## config.mk

```make
export PLATFORM = sky130hd
export DESIGN_NAME = byte_word_packer_flat
export DESIGN_NICKNAME = d
export VERILOG_FILES = /design/src/rtl/word_pack_pkg.sv /design/src/rtl/byte_word_packer_if.sv /design/src/rtl/word_out_reg.sv /design/src/rtl/byte_word_packer.sv /design/src/flat_wrapper.sv
export SDC_FILE = /design/constraint.sdc
export NUM_CORES = 1
export LEC_CHECK = 0
export ABC_AREA = 0
export ABC_CLOCK_PERIOD_IN_PS = 2500
export BUFFER_PORTS_ARGS = -buffer_cell sky130_fd_sc_hd__buf_4
export CAP_MARGIN = 5
export CORE_ASPECT_RATIO = 1.5
export CORE_MARGIN = 2
export CORE_UTILIZATION = 40
export DETAILED_ROUTE_END_ITERATION = 16
export GPL_ROUTABILITY_DRIVEN = 0
export PLACE_DENSITY = 0.66
export SLEW_MARGIN = 30
export SYNTH_ARGS = -nofsm -noshare
export SYNTH_HDL_FRONTEND = slang
export SYNTH_SLANG_ARGS = --single-unit
```

## constraint.sdc

```tcl
create_clock -name clk_i -period 2.5 [get_ports clk_i]
set_input_delay 0.25 -clock clk_i [delete_from_list [all_inputs] [get_ports clk_i]]
set_output_delay 0.25 -clock clk_i [all_outputs]
set_load 0.01 [all_outputs]
```

## src/rtl/word_pack_pkg.sv

```systemverilog
// Shared types for the byte-to-word packer: the packed word, its int view,
// and the padded frame handed to the downstream consumer.
package word_pack_pkg;

  localparam int unsigned BYTES_PER_WORD = 4;
  localparam int unsigned FRAME_W        = 40;

  typedef struct packed {
    logic [7:0] b0;
    logic [7:0] b1;
    logic [7:0] b2;
    logic [7:0] b3;
  } foo_bytes_t;

  typedef union packed {
    foo_bytes_t bytes;
    int         i;
  } foo_t;

  typedef struct packed {
    logic [4:0] padding_0;
    foo_t       foo;
    logic [2:0] padding_1;
  } bar_t;

  typedef logic [FRAME_W-1:0] frame_raw_t;

  typedef enum logic {
    ST_EMPTY,
    ST_FILL
  } fill_state_t;

  function automatic foo_bytes_t put_byte(input foo_bytes_t w, input logic [1:0] slot,
                                          input logic [7:0] b);
    foo_bytes_t r;
    r = w;
    unique case (slot)
      2'd0: r.b0 = b;
      2'd1: r.b1 = b;
      2'd2: r.b2 = b;
      default: r.b3 = b;
    endcase
    return r;
  endfunction

  // Slots at or beyond the real byte count take the fill value.
  function automatic foo_bytes_t pad_tail(input foo_bytes_t w, input logic [2:0] nbytes,
                                          input logic [7:0] pad);
    logic [31:0] r;
    r = w;
    for (int unsigned k = 0; k < BYTES_PER_WORD; k++) begin
      if (k >= 32'(nbytes)) r[31-8*k -: 8] = pad;
    end
    return foo_bytes_t'(r);
  endfunction

endpackage

```

## src/rtl/byte_word_packer_if.sv

```systemverilog
// Byte-stream input and framed-word output of the packer, grouped as one bundle.
interface byte_word_packer_if import word_pack_pkg::*; #(
  parameter int unsigned CNT_W = 16
) ();

  logic             in_valid_i;
  logic             in_ready_o;
  logic [7:0]       in_data_i;
  logic             flush_i;
  logic             out_valid_o;
  logic             out_ready_i;
  bar_t             out_frame_o;
  logic [31:0]      out_word_o;
  logic             out_partial_o;
  logic [2:0]       out_nbytes_o;
  logic [CNT_W-1:0] word_cnt_o;

  modport slave (
    input  in_valid_i, in_data_i, flush_i, out_ready_i,
    output in_ready_o, out_valid_o, out_frame_o, out_word_o,
           out_partial_o, out_nbytes_o, word_cnt_o
  );

  modport master (
    output in_valid_i, in_data_i, flush_i, out_ready_i,
    input  in_ready_o, out_valid_o, out_frame_o, out_word_o,
           out_partial_o, out_nbytes_o, word_cnt_o
  );

endinterface

```

## src/rtl/word_out_reg.sv

```systemverilog
// One-entry valid/ready output register for a framed word plus its metadata.
module word_out_reg import word_pack_pkg::*; (
  input  logic       clk_i,
  input  logic       rst_ni,
  input  logic       load_i,
  input  bar_t       frame_i,
  input  logic       partial_i,
  input  logic [2:0] nbytes_i,
  input  logic       ready_i,
  output logic       valid_o,
  output bar_t       frame_o,
  output logic       partial_o,
  output logic [2:0] nbytes_o,
  output logic       free_o
);

  logic       valid_q;
  bar_t       frame_q;
  logic       partial_q;
  logic [2:0] nbytes_q;

  assign free_o = !valid_q || ready_i;

  always_ff @(posedge clk_i or negedge rst_ni) begin
    if (!rst_ni) begin
      valid_q   <= 1'b0;
      frame_q   <= '0;
      partial_q <= 1'b0;
      nbytes_q  <= '0;
    end else if (load_i) begin
      valid_q   <= 1'b1;
      frame_q   <= frame_i;
      partial_q <= partial_i;
      nbytes_q  <= nbytes_i;
    end else if (ready_i) begin
      valid_q <= 1'b0;
    end
  end

  assign valid_o   = valid_q;
  assign frame_o   = frame_q;
  assign partial_o = partial_q;
  assign nbytes_o  = nbytes_q;

endmodule

```

## src/rtl/byte_word_packer.sv

```systemverilog
// Packs a byte stream into 4-byte words (first byte in the MSB), with flush of
// partial words, a stall-tolerant pending flush, and an emitted-word counter.
module byte_word_packer import word_pack_pkg::*; #(
  parameter logic [7:0]  PAD_BYTE = 8'h00,
  parameter int unsigned CNT_W    = 16
) (
  input logic               clk_i,
  input logic               rst_ni,
  byte_word_packer_if.slave bus
);

  fill_state_t      state_q, state_d;
  logic [1:0]       cnt_q, cnt_d;
  foo_bytes_t       asm_q, asm_d;
  logic             hold_q, hold_d;
  logic [CNT_W-1:0] word_cnt_q, word_cnt_d;

  logic       out_free, out_valid, in_ready, byte_acc, flush_req, load;
  logic [2:0] n_after;
  foo_bytes_t asm_w;
  bar_t       frame_d, out_frame;
  logic       partial_d;
  logic [2:0] nbytes_d;

  assign in_ready = (cnt_q != 2'd3 && !hold_q) || out_free;
  assign byte_acc = bus.in_valid_i && in_ready;

  always_ff @(posedge clk_i or negedge rst_ni) begin
    if (!rst_ni) begin
      state_q    <= ST_EMPTY;
      cnt_q      <= '0;
      asm_q      <= '0;
      hold_q     <= 1'b0;
      word_cnt_q <= '0;
    end else begin
      state_q    <= state_d;
      cnt_q      <= cnt_d;
      asm_q      <= asm_d;
      hold_q     <= hold_d;
      word_cnt_q <= word_cnt_d;
    end
  end

  always_comb begin
    state_d    = state_q;
    cnt_d      = cnt_q;
    asm_d      = asm_q;
    hold_d     = hold_q;
    word_cnt_d = word_cnt_q;
    load       = 1'b0;
    frame_d    = '0;

    asm_w     = byte_acc ? put_byte(asm_q, cnt_q, bus.in_data_i) : asm_q;
    n_after   = {1'b0, cnt_q} + {2'b00, byte_acc};
    flush_req = (bus.flush_i || hold_q) && (state_q == ST_FILL || byte_acc);

    frame_d.foo.bytes = pad_tail(asm_w, n_after, PAD_BYTE);
    partial_d         = (n_after != 3'(BYTES_PER_WORD));
    nbytes_d          = n_after;

    // A flush that meets a stalled output parks the partial word in place and
    // blocks input until the output register frees up.
    if (n_after == 3'(BYTES_PER_WORD) || flush_req) begin
      if (out_free) begin
        load   = 1'b1;
        cnt_d  = '0;
        asm_d  = '0;
        hold_d = 1'b0;
      end else begin
        hold_d = 1'b1;
        cnt_d  = n_after[1:0];
        asm_d  = asm_w;
      end
    end else begin
      cnt_d = n_after[1:0];
      asm_d = asm_w;
    end

    state_d = (cnt_d == 2'd0) ? ST_EMPTY : ST_FILL;

    if (out_valid && bus.out_ready_i) word_cnt_d = word_cnt_q + {{(CNT_W-1){1'b0}}, 1'b1};
  end

  word_out_reg u_out (
    .clk_i     (clk_i),
    .rst_ni    (rst_ni),
    .load_i    (load),
    .frame_i   (frame_d),
    .partial_i (partial_d),
    .nbytes_i  (nbytes_d),
    .ready_i   (bus.out_ready_i),
    .valid_o   (out_valid),
    .frame_o   (out_frame),
    .partial_o (bus.out_partial_o),
    .nbytes_o  (bus.out_nbytes_o),
    .free_o    (out_free)
  );

  assign bus.in_ready_o  = in_ready;
  assign bus.out_valid_o = out_valid;
  assign bus.out_frame_o = out_frame;
  assign bus.out_word_o  = out_frame.foo.i;
  assign bus.word_cnt_o  = word_cnt_q;

endmodule

```

## src/flat_wrapper.sv

```systemverilog
// flat-port wrapper written by rule: the top's interface ports become plain ports
module byte_word_packer_flat import word_pack_pkg::*;
#(
  parameter logic [7:0]  PAD_BYTE = 8'h00,
  parameter int unsigned CNT_W    = 16
)
  (clk_i, rst_ni, bus_in_valid_i, bus_in_data_i, bus_flush_i, bus_out_ready_i, bus_in_ready_o, bus_out_valid_o, bus_out_frame_o, bus_out_word_o, bus_out_partial_o, bus_out_nbytes_o, bus_word_cnt_o);
  byte_word_packer_if #(.CNT_W(CNT_W)) bus_i ();
  input logic clk_i;
  input logic rst_ni;
  input wire logic [$bits(bus_i.in_valid_i)-1:0] bus_in_valid_i;
  input wire logic [$bits(bus_i.in_data_i)-1:0] bus_in_data_i;
  input wire logic [$bits(bus_i.flush_i)-1:0] bus_flush_i;
  input wire logic [$bits(bus_i.out_ready_i)-1:0] bus_out_ready_i;
  output wire logic [$bits(bus_i.in_ready_o)-1:0] bus_in_ready_o;
  output wire logic [$bits(bus_i.out_valid_o)-1:0] bus_out_valid_o;
  output wire logic [$bits(bus_i.out_frame_o)-1:0] bus_out_frame_o;
  output wire logic [$bits(bus_i.out_word_o)-1:0] bus_out_word_o;
  output wire logic [$bits(bus_i.out_partial_o)-1:0] bus_out_partial_o;
  output wire logic [$bits(bus_i.out_nbytes_o)-1:0] bus_out_nbytes_o;
  output wire logic [$bits(bus_i.word_cnt_o)-1:0] bus_word_cnt_o;
  assign bus_i.in_valid_i = bus_in_valid_i;
  assign bus_i.in_data_i = bus_in_data_i;
  assign bus_i.flush_i = bus_flush_i;
  assign bus_i.out_ready_i = bus_out_ready_i;
  assign bus_in_ready_o = bus_i.in_ready_o;
  assign bus_out_valid_o = bus_i.out_valid_o;
  assign bus_out_frame_o = bus_i.out_frame_o;
  assign bus_out_word_o = bus_i.out_word_o;
  assign bus_out_partial_o = bus_i.out_partial_o;
  assign bus_out_nbytes_o = bus_i.out_nbytes_o;
  assign bus_word_cnt_o = bus_i.word_cnt_o;
  byte_word_packer #(.PAD_BYTE(PAD_BYTE), .CNT_W(CNT_W)) u_core (.clk_i(clk_i), .rst_ni(rst_ni), .bus(bus_i));
endmodule
```

==> reports/results.ini <==
[outcome]
status=complete, but fails checks
violations=negative hold slack

[layout]
antennaDiodeCount=0
seqCellArea_mm2=0.00223
utilization=0.540
fillers=860
layout_common_cells=112 x buf_4, 88 x dfrtp_1, 49 x nand2_1
multi_input_area_mm2=0.00155
synthToLayoutAreaGrowth_pct=31.7
final_common_cell=buf_4
finalNetCount=477
postLayoutCellArea_mm2=0.00523
drive_gt1_frac=0.367

[floorplanning]
floorplan.rows=44
core_area_mm2=0.00969
boundaryPins=107
die_area_mm2=0.0108
initial_utilization=0.410
fp.dieH_um=126
die_w_um=85.4

[yosys]
syn_inst=369
ys_ff_latch=89
syn_area_per_cell_um2=10.8
synth_edf_count=0
synth_top_area_cell=dfrtp_1
seq_area_frac_synth=0.561
synth_flop_cell=dfrtp_1
ys_top_cells_by_area=dfrtp_1 56%, mux2i_1 8.1%, buf_4 7.6%
synthDistinctLibCells=40
synthArstFlopShare=1.00
yosysWarningCount=0
syn_area_mm2=0.00397
synth_top_area_share=0.561

[setup_path]
worst_ep_arrival_time_ns=2.74
crit_path_frequent_cell=ha_4
worst_ep_required_time_ns=2.77
critical-path-top-delay-family=simple AND/OR/NAND/NOR gates
end_kind=flop
worstPathCellList=nor2b_4, or2b_1, and2_4, ha_4, inv_4, ha_4, or3b_4, a21oi_4, o211ai_1, buf_6, o21ai_2
startpoint_type=flop
crit_type=flop to flop
critPathMaxFanout=8
worst-path-buf-inv=2
cp_slowest_cell=or3b_4
max_stage_delay_ns=0.42

[route]
post_drt_wl_per_cell_um=16.3
totalWireLength_um=9400
antenna_left=0
drc=0
firstDrtPassIters=4
routed_via_density=5.06
wl_met1_um=3750
top_layer=met4
vias=2926
wl_met2_um=4980
wl_met3_um=434
drt_iter0_markers=127

[global_routing]
grt_pass1_wl_um=14200
overflow=0
grt_use_total=0.174
antenna_found_initial=0
grt_pass1_vias=2742
grt_max_degree=59

[pwr]
pwr-share-comb=0.394
power_frac_clock=0.238
seqPwrFrac=0.368
p_sw_frac=0.346
p_leak_uw=0.00258
cellPowerDensity_mw_per_mm2=1060
vdd_drop_max_v=0.000600
internal_power_uw=3640
switchingPower_uw=1930

[timing]
timing.setup.tns_ns=0
setup_viol=0
slew_headroom=0.488
slew_violations=0
hold_viol_final=22
post-route-min-period_ns=2.47
fmax_mhz=406
fin_crit_sh=0.986
hold_ws_ns=-0.0363
rsz0062_at_grt=true
max_slew.worst_pin.slew_ns=0.767
fin_skew_ns=0.00396
finalWorstSetupSlack_ns=0.0343

[flow_run]
maxCapViolCount=0

[worst_hold_path]
hp-class=primary input to async pin

[cts]
cts_max_level=3
clock_latency_ns=0.34
clkSlewWorstSetupHoldPaths_ns=0.06
cts_buffers=9
cts_sinks=89
cts-root-buf=clkbuf_16
tritoncts=yes
cts_max_path_buffers=2

[placed_design]
hpwl_um=6460
dpl_cell_area_mm2=0.00473
dpl_worst_slack_ns=-0.0298
portBuffers=98

## state kept, by name, indices dropped and copies added, names as in the netlist
register                count
u_core.state_q              1
u_core.cnt_q                2
u_core.hold_q               1
u_core.bus.word_cnt_o      16
u_core.u_out.partial_o      1
u_core.u_out.frame_o       32
u_core.u_out.valid_o        1
u_core.u_out.nbytes_o       3
u_core.asm_q               32
## Yosys cell counts (2+ instances only)
master / number
xnor2_1: 9
nor3_1: 3
or2b_1: 2
mux2i_1: 32
nand2_1: 51
nor2_1: 40
buf_2: 7
o211ai_1: 2
inv_1: 6
buf_4: 40
xor2_1: 6
nand3_1: 7
dfrtp_1: 89
and3_1: 2
a211oi_4: 2
nand2b_1: 2
o21ai_0: 18
o21ai_1: 16
clkbuf_1: 2
nor2b_1: 2
nand4_1: 4
ha_1: 6
a21oi_1: 4
## power groups by stage
stage | Sequential [µW] | Clock (µW) | Combinational (µW)
final | 2050 | 1330 | 2190
after global routing | 2100 | 1420 | 2360
after CTS | 2050 | 1350 | 2040
after detailed placement | 2080 | 0 | 1960
after global placement | 2060 | 0 | 1920
after floorplan | 2120 | 0 | 1170
## area by class of cell
class,count,area share
multi-input combinational,231,0.295
sequential,89,0.426
tap,115,0.0275
clock buffer,13,0.0478
inverter,6,0.00478
timing repair buffer,121,0.191
clock inverter,3,0.00766
## layer usage
| layer | track usage | up-vias |
|---|---|---|
| met5 | 0 | - |
| met4 | 0.0700 | 0 |
| met3 | 0.0413 | 19 |
| met2 | 0.295 | 82 |
| met1 | 0.212 | 1468 |
| li1 | - | 1357 |
## stage by stage
stage          cells  total power, µW
2_1_floorplan    376             3290
3_3_place_gp     555             3980
3_5_place_dp     555             4030
5_1_grt          578             5880
6_report         578             5570
4_1_cts          574             5450
## worst paths after layout
path | from | endpoint | slack, ns | depth (start not counted)
setup / recovery | u_core.u_out.valid_o | u_core.u_out.frame_o[17] | 0.03 | 11
hold / removal | rst_ni | u_core.bus.word_cnt_o[13] | -0.04 | 1
setup reg to reg | u_core.u_out.valid_o | u_core.u_out.frame_o[17] | 0.03 | 11
hold reg to reg | u_core.bus.word_cnt_o[15] | u_core.bus.word_cnt_o[15] | 0.47 | 1
max in group asynchronous | rst_ni | u_core.u_out.frame_o[9] | 1.90 | 2
min in group clk_i | bus_in_data_i[1] | u_core.asm_q[25] | 0.25 | 3
## logic make-up (layout without fill, tap and decap cells)
family                     after synthesis  count (layout)  share of synthesized area
AOI/OAI and AO/OA                       47              47                     0.0724
xor gates and xnor gates                15              15                     0.0331
adders and majority gates                6               6                     0.0189
buffers and inverters                   56             143                     0.0948
DFF                                     89              89                      0.561
muxes                                   33              33                     0.0835
other                                    1               8                   0.000944
and+or+nand+nor                        122             122                      0.136
## what timing repair did
item	in CTS	in global routing
hold buffers	0	0
buffers inserted	2	4
gates resized for setup	7	34
gates cloned	1	1
setup endpoints to repair	8	68
pin swaps	3	7
Power figures use the tool's default switching activity.
